<file path="config.mk">
export PLATFORM = sky130hd
export DESIGN_NAME = sha1_pad_flat
export DESIGN_NICKNAME = d
export VERILOG_FILES = /design/src/rtl/sha1_pkg.sv /design/src/rtl/sha1_pad_if.sv /design/src/rtl/sha1_pad_mask.sv /design/src/rtl/sha1_pad.sv /design/src/flat_wrapper.sv
export SDC_FILE = /design/constraint.sdc
export NUM_CORES = 1
export LEC_CHECK = 0
export BUFFER_PORTS_ARGS = -buffer_cell sky130_fd_sc_hd__buf_2
export CAP_MARGIN = 30
export CELL_PAD_IN_SITES_DETAIL_PLACEMENT = 0
export CELL_PAD_IN_SITES_GLOBAL_PLACEMENT = 2
export CORE_UTILIZATION = 36
export DETAILED_ROUTE_END_ITERATION = 8
export GPL_TIMING_DRIVEN = 0
export PLACE_DENSITY = 0.77
export SETUP_SLACK_MARGIN = 0.1
export SLEW_MARGIN = 40
export SYNTH_ARGS = -nofsm -noshare
export SYNTH_HDL_FRONTEND = slang
export SYNTH_SLANG_ARGS = --single-unit
</file>
<file path="constraint.sdc">
create_clock -name clk -period 2.82 [get_ports clk]
set_input_delay 0.423 -clock clk [delete_from_list [all_inputs] [get_ports clk]]
set_output_delay 0.423 -clock clk [all_outputs]
set_load 0.02 [all_outputs]
</file>
<file path="src/rtl/sha1_pkg.sv">
// ---------------------------------------------------------------------------
// sha1_pkg
// Shared constants and types for the SHA-1 message padder.
//   SHA1_BLOCK_WORDS : words per 512-bit block
//   SHA1_WIDX_W      : width of the in-block word index
//   SHA1_LEN_HI_IDX  : block index where the 64-bit length begins
//   SHA1_PAD_WORD    : 0x80 marker byte followed by zeros
//   pad_state_t      : padder sequencing states
//   byte_bits()      : converts a byte count (0..4) into a bit count
// ---------------------------------------------------------------------------
package sha1_pkg;

    localparam int SHA1_BLOCK_WORDS = 16;
    localparam int SHA1_WIDX_W      = $clog2(SHA1_BLOCK_WORDS);

    localparam logic [SHA1_WIDX_W-1:0] SHA1_LEN_HI_IDX = SHA1_WIDX_W'(14);
    localparam logic [31:0]            SHA1_PAD_WORD   = 32'h8000_0000;

    typedef enum logic [2:0] {
        DATA,
        PAD80,
        ZERO,
        LENHI,
        LENLO
    } pad_state_t;

    // A byte count of 0..4 is at most 32 bits, so 6 bits hold the result.
    function automatic logic [5:0] byte_bits(input logic [2:0] nbytes);
        return {nbytes, 3'b000};
    endfunction

endpackage

</file>
<file path="src/rtl/sha1_pad_if.sv">
// ---------------------------------------------------------------------------
// sha1_pad_if
// Bundles the message input stream and the padded output stream of the
// SHA-1 padder.
//   in_data/in_bytes/in_last/in_valid/in_ready : message word stream
//   out_data/out_first/out_final/out_valid/out_ready : padded word stream
// Modports:
//   master : the environment (drives message words, consumes padded words)
//   slave  : the padder itself
// ---------------------------------------------------------------------------
interface sha1_pad_if;

    logic [31:0] in_data;
    logic [2:0]  in_bytes;
    logic        in_last;
    logic        in_valid;
    logic        in_ready;

    logic [31:0] out_data;
    logic        out_first;
    logic        out_final;
    logic        out_valid;
    logic        out_ready;

    modport master (
        output in_data, in_bytes, in_last, in_valid,
        input  in_ready,
        input  out_data, out_first, out_final, out_valid,
        output out_ready
    );

    modport slave (
        input  in_data, in_bytes, in_last, in_valid,
        output in_ready,
        output out_data, out_first, out_final, out_valid,
        input  out_ready
    );

endinterface

</file>
<file path="src/rtl/sha1_pad_mask.sv">
// ---------------------------------------------------------------------------
// sha1_pad_mask
// Combinational: keeps the first in_bytes bytes of a big-endian word and
// places the 0x80 marker byte directly after them, zeroing the rest.
//   in_data  : message word, byte 0 in [31:24]
//   in_bytes : number of valid bytes (0..4); 4 passes the word unchanged
//   masked   : word with trailing bytes replaced by 0x80, 0x00...
// ---------------------------------------------------------------------------
module sha1_pad_mask
    import sha1_pkg::*;
(
    input  logic [31:0] in_data,
    input  logic [2:0]  in_bytes,
    output logic [31:0] masked
);

    // The marker and trailing zeros are just the top bits of the pad word.
    always_comb begin
        masked = in_data;
        case (in_bytes)
            3'd0:    masked = SHA1_PAD_WORD;
            3'd1:    masked = {in_data[31:24], SHA1_PAD_WORD[31:8]};
            3'd2:    masked = {in_data[31:16], SHA1_PAD_WORD[31:16]};
            3'd3:    masked = {in_data[31:8],  SHA1_PAD_WORD[31:24]};
            default: masked = in_data;
        endcase
    end

endmodule

</file>
<file path="src/rtl/sha1_pad.sv">
// ---------------------------------------------------------------------------
// sha1_pad
// SHA-1 message padder. Takes a byte message as big-endian 32-bit words and
// emits the padded stream (message, 0x80, zeros, 64-bit bit length) in
// 16-word blocks, flagging the first word of every block and the last word
// of the message's final block.
// Parameters:
//   LEN_W : width of the bit-length counter (<= 64, zero-extended on output)
// Ports:
//   clk   : clock, rising edge
//   rst_n : asynchronous active-low reset
//   bus   : sha1_pad_if.slave (message input and padded output streams)
// ---------------------------------------------------------------------------
module sha1_pad
    import sha1_pkg::*;
#(
    parameter int LEN_W = 64
) (
    input  logic       clk,
    input  logic       rst_n,
    sha1_pad_if.slave  bus
);

    pad_state_t             state, state_d;
    logic [SHA1_WIDX_W-1:0] widx, widx_d;
    logic [LEN_W-1:0]       len, len_d;
    logic [63:0]            len64;

    logic [31:0] out_data_q;
    logic        out_first_q;
    logic        out_final_q;
    logic        out_valid_q;

    logic        load;
    logic        accept;
    logic        emit;
    logic        emit_final;
    logic [31:0] emit_data;
    logic [31:0] masked;

    sha1_pad_mask u_mask (
        .in_data  (bus.in_data),
        .in_bytes (bus.in_bytes),
        .masked   (masked)
    );

    // The output register may take a new word whenever it is empty or its
    // current word is being consumed this cycle.
    assign load   = !out_valid_q || bus.out_ready;

    // Gating with rst_n keeps in_ready low while reset is held, since the
    // registered terms alone would already allow an accept.
    assign bus.in_ready = rst_n && (state == DATA) && load;
    assign accept       = bus.in_valid && bus.in_ready;

    assign len64 = 64'(len);

    assign bus.out_data  = out_data_q;
    assign bus.out_first = out_first_q;
    assign bus.out_final = out_final_q;
    assign bus.out_valid = out_valid_q;

    // Next-state and emit decision. Every emit happens only on a load, so
    // widx counts exactly the words written into the output register.
    always_comb begin
        state_d    = state;
        widx_d     = widx;
        len_d      = len;
        emit       = 1'b0;
        emit_final = 1'b0;
        emit_data  = '0;

        case (state)
            DATA: begin
                if (accept) begin
                    if (!bus.in_last) begin
                        emit      = 1'b1;
                        emit_data = bus.in_data;
                        len_d     = len + LEN_W'(32);
                    end else if (bus.in_bytes == 3'd0) begin
                        // Empty tail word: the marker goes out as its own word.
                        state_d = PAD80;
                    end else if (bus.in_bytes >= 3'd4) begin
                        emit      = 1'b1;
                        emit_data = bus.in_data;
                        len_d     = len + LEN_W'(32);
                        state_d   = PAD80;
                    end else begin
                        emit      = 1'b1;
                        emit_data = masked;
                        len_d     = len + LEN_W'(byte_bits(bus.in_bytes));
                        state_d   = ZERO;
                    end
                end
            end

            PAD80: begin
                if (load) begin
                    emit      = 1'b1;
                    emit_data = SHA1_PAD_WORD;
                    state_d   = ZERO;
                end
            end

            ZERO: begin
                // Zero fill runs through a block wrap if needed, stopping
                // when the next slot is where the length belongs.
                if (load) begin
                    if (widx == SHA1_LEN_HI_IDX) begin
                        state_d = LENHI;
                    end else begin
                        emit      = 1'b1;
                        emit_data = '0;
                    end
                end
            end

            LENHI: begin
                if (load) begin
                    emit      = 1'b1;
                    emit_data = len64[63:32];
                    state_d   = LENLO;
                end
            end

            LENLO: begin
                if (load) begin
                    emit       = 1'b1;
                    emit_final = 1'b1;
                    emit_data  = len64[31:0];
                    len_d      = '0;
                    state_d    = DATA;
                end
            end

            default: begin
                state_d = DATA;
            end
        endcase

        if (emit_final) begin
            widx_d = '0;
        end else if (emit) begin
            widx_d = widx + 1'b1;
        end
    end

    // State, counters and the single output stage. A load with nothing to
    // emit simply empties the register.
    always_ff @(posedge clk or negedge rst_n) begin
        if (!rst_n) begin
            state       <= DATA;
            widx        <= '0;
            len         <= '0;
            out_data_q  <= '0;
            out_first_q <= 1'b0;
            out_final_q <= 1'b0;
            out_valid_q <= 1'b0;
        end else begin
            state <= state_d;
            widx  <= widx_d;
            len   <= len_d;
            if (load) begin
                out_valid_q <= emit;
                if (emit) begin
                    out_data_q  <= emit_data;
                    out_first_q <= (widx == '0);
                    out_final_q <= emit_final;
                end
            end
        end
    end

endmodule

</file>
<file path="src/flat_wrapper.sv">
// flat-port wrapper written by rule: the top's interface ports become plain ports
module sha1_pad_flat import sha1_pkg::*;
#(
    parameter int LEN_W = 64
)
  (clk, rst_n, bus_in_data, bus_in_bytes, bus_in_last, bus_in_valid, bus_in_ready, bus_out_data, bus_out_first, bus_out_final, bus_out_valid, bus_out_ready);
  sha1_pad_if bus_i ();
  input  logic clk;
  input  logic rst_n;
  input wire logic [$bits(bus_i.in_data)-1:0] bus_in_data;
  input wire logic [$bits(bus_i.in_bytes)-1:0] bus_in_bytes;
  input wire logic [$bits(bus_i.in_last)-1:0] bus_in_last;
  input wire logic [$bits(bus_i.in_valid)-1:0] bus_in_valid;
  output wire logic [$bits(bus_i.in_ready)-1:0] bus_in_ready;
  output wire logic [$bits(bus_i.out_data)-1:0] bus_out_data;
  output wire logic [$bits(bus_i.out_first)-1:0] bus_out_first;
  output wire logic [$bits(bus_i.out_final)-1:0] bus_out_final;
  output wire logic [$bits(bus_i.out_valid)-1:0] bus_out_valid;
  input wire logic [$bits(bus_i.out_ready)-1:0] bus_out_ready;
  assign bus_i.in_data = bus_in_data;
  assign bus_i.in_bytes = bus_in_bytes;
  assign bus_i.in_last = bus_in_last;
  assign bus_i.in_valid = bus_in_valid;
  assign bus_in_ready = bus_i.in_ready;
  assign bus_out_data = bus_i.out_data;
  assign bus_out_first = bus_i.out_first;
  assign bus_out_final = bus_i.out_final;
  assign bus_out_valid = bus_i.out_valid;
  assign bus_i.out_ready = bus_out_ready;
  sha1_pad #(.LEN_W(LEN_W)) u_core (.clk(clk), .rst_n(rst_n), .bus(bus_i));
endmodule
</file>
==> out/qor.csv <==
metric;value;unit
status;finished clean;
Worst Tran Pin Value;0.778;ns
asr flop ratio synth;1.00;
initial core utilization;0.374;
CP max stage cell;dfrtp_1;
CTS max path bufs;2;
top cells by area, synth;dfrtp_1, nand2_1, o21ai_0;
Mapped Cells;718;
Combinational Power Share;0.449;
total setup buffers inserted after CTS;0;
Final period util;0.933;
post-synth net total;766;
CTS clk-pin slew, worst paths;0.08;ns
ant diodes;0;
top cell type by total area after synthesis;dfrtp_1;
CP Max Fanout;6;
Mapped Area;6290;µm²
Clock Latency Late Sink;0.37;ns
PwrDens;781;nW/µm²
setup violators final;0;
Critical Path Sink Type;flip-flop;
global-route wire length before repair;38.8;mm
antenna violations before repair;0;
fin nets;854;
layout cell share with drive strength beyond 1;0.185;
# rows;47;
skew final;0.0120;ns
wire length per cell;24.7;µm
CP Data Arrival Time;2.89;ns
Power, Total;5.80;mW
Max Clk Rate;380;MHz
Post-synth top flop;dfrtp_1;
Sw Share;0.467;
Die X-Extent;134;µm
vias in the first global route;6168;
Hold Vio Cnt, Final;0;
Critical Path RT;3.08;ns
die height;134;µm
grt total ovfl;0;
Max Slew Vio Count;0;
RD Place Congestion;0.912;
DR iter-0 viols;755;
IO Count;76;
Switch Pwr;2.71;mW
Pint;3.09;mW
Max IR drop VDD;495;µV
Fill cells;1752;
CTS sink count;103;
number of flops mapped to enable cells by yosys;0;
Vias;6381;
power share of the clock group;0.228;
max cap viols;0;
via-per-instance ratio;6.19;
root buffer cell;clkbuf_16;
hpwl dp;18.9;mm
Cell Chain, Critical Path;nand4_1 -> nor3_2 -> nand2_1 -> nor4_1 -> o22ai_1 -> o22a_1;
Mean Syn Cell Area;8.76;µm²
WS Path Type;reg2reg;
antenna-violating nets left;0;
Leakage;3.11;nW
most numerous cell in the Yosys netlist;dfrtp_1;
CP startpoint kind;flip-flop;
Core Region;16800;µm²
# DRC;0;
Yosys reg bits;103;
largest net degree at the start of global routing;59;
Total GRT Usage;0.292;
TritonCTS clock tree;built;
die area;18000;µm²
top-area cell type share of the netlist area;0.410;
worst hold slack;0.0366;ns
htree depth;3;
Synth warnings;0;
Port Buffer Count;75;
Pre-antenna DRT Iters;9;
final WL;25.4;mm
Area Overhead vs Synth;18.1;%
Post-synth top cells;dfrtp_1, nand2_1, o21ai_0, nor2_1, nand3_1;
Final Util;0.442;
RSZ-0062 raised after global routing;yes;
Netlist cell types;65;
worst rel slew slack;0.481;
post-layout min period;2.63;ns
Largest stage delay, worst path;0.52;ns
hold crit path type;in2async;
sequential area share after synthesis;0.410;
CTS Buf Count;9;
Reg power frac;0.324;
flip-flops by register name (all words and copies together) (netlist names):
register,count
u_core.bus.out_data,32
u_core.bus.out_final,1
u_core.bus.out_first,1
u_core.bus.out_valid,1
u_core.len,61
u_core.state,3
u_core.widx,4
path summary, 6_finish.rpt:
path                            slack [ns]                          startpoint                             endpoint  depth (start not counted)
min in group clk                      0.36                     bus_in_data[24]  u_core.bus.out_data[24]$_DFFE_PN0P_                          3
max in group asynchronous             2.45                               rst_n  u_core.bus.out_data[15]$_DFFE_PN0P_                          2
worst max register to register        0.19          u_core.len[19]$_DFFE_PN0P_           u_core.len[60]$_DFFE_PN0P_                          6
worst min register to register        0.48  u_core.bus.out_data[0]$_DFFE_PN0P_   u_core.bus.out_data[0]$_DFFE_PN0P_                          2
worst min-delay path                  0.04                               rst_n   u_core.bus.out_data[2]$_DFFE_PN0P_                          2
worst max-delay path                  0.19          u_core.len[19]$_DFFE_PN0P_           u_core.len[60]$_DFFE_PN0P_                          6
metrics by stage:
step	instance area, µm²	std cells	worst slack (ns)	TNS, ns
6_report	7430	1031	0.189	0
5_1_grt	7430	1031	0.0746	0
4_1_cts	7360	1031	0.151	0
3_5_place_dp	6990	1014	-0.438	-10.95
3_3_place_gp	6940	1013	-2.02	-182.67
2_1_floorplan	6290	718	0.600	0
placed cells by master, fill, tap and decap left out, types with 4 or more instances in the layout:
| master | n |
|---|---|
| a21o_1 | 7 |
| a21oi_1 | 30 |
| a222oi_1 | 20 |
| a22o_1 | 11 |
| a22oi_1 | 5 |
| a31oi_1 | 12 |
| and2_1 | 6 |
| and3_1 | 19 |
| and4_1 | 18 |
| buf_2 | 83 |
| clkbuf_1 | 18 |
| clkbuf_16 | 9 |
| clkbuf_2 | 8 |
| dfrtp_1 | 103 |
| ha_1 | 7 |
| inv_1 | 12 |
| mux2i_1 | 4 |
| nand2_1 | 88 |
| nand2b_1 | 6 |
| nand3_1 | 36 |
| nand4_1 | 22 |
| nor2_1 | 56 |
| nor2b_1 | 5 |
| nor3_1 | 24 |
| nor3_2 | 5 |
| nor4_1 | 13 |
| nor4_4 | 6 |
| o211ai_1 | 4 |
| o21ai_0 | 62 |
| o31ai_1 | 5 |
| or3_1 | 10 |
| xnor2_1 | 22 |
| xor2_1 | 5 |
logic make-up after synthesis:
group / after synthesis / share of synthesized area
mux: 7 / 0.0117
compound gates: 187 / 0.200
fa+ha+maj: 8 / 0.0171
xor+xnor: 27 / 0.0376
buf+inv: 54 / 0.0390
flops: 103 / 0.410
simple gates: 332 / 0.285
layer usage:
metal  track usage  share of wire  vias to the layer above
met5             0              0                        -
met3        0.0355          0.077                       27
met4        0.0780          0.016                        0
met1         0.418           0.44                     3190
li1              -              -                     2872
met2         0.464           0.47                      292
worst max-delay path: cells and delay by family, from the launching register on:
kind,cells,cell delay (ns)
AOI/OAI and AO/OA,2,0.37
DFF,1,0.52
and+or+nand+nor,4,1.62
final cells by class:
class	count	area (µm²)	area share
Clock inverter	6	60.1	0.00808
Multi-Input combinational cell	561	3580	0.482
Buffer	42	209	0.0281
Tap cell	220	275	0.0370
Clock buffer	10	239	0.0322
Sequential cell	103	2580	0.347
Inverter	12	45.0	0.00606
Timing Repair Buffer	77	440	0.0593
timing repair:
| action | CTS | global route |
|---|---|---|
| gates resized for setup | 7 | 20 |
| hold endpoints to repair | 45 | 0 |
| endpoints found under the setup margin | 46 | 35 |
| hold buffers | 1 | 0 |
power groups by stage:
stage / sequential (mW) / clock, mW / combinational, mW
6_report: 1.88 / 1.32 / 2.60
5_1_grt: 1.91 / 1.40 / 2.80
4_1_cts: 1.88 / 1.35 / 2.56
3_5_place_dp: 1.91 / 0 / 2.52
3_3_place_gp: 1.90 / 0 / 2.48
2_1_floorplan: 1.99 / 0 / 1.43
Power figures use the tool's default switching activity.
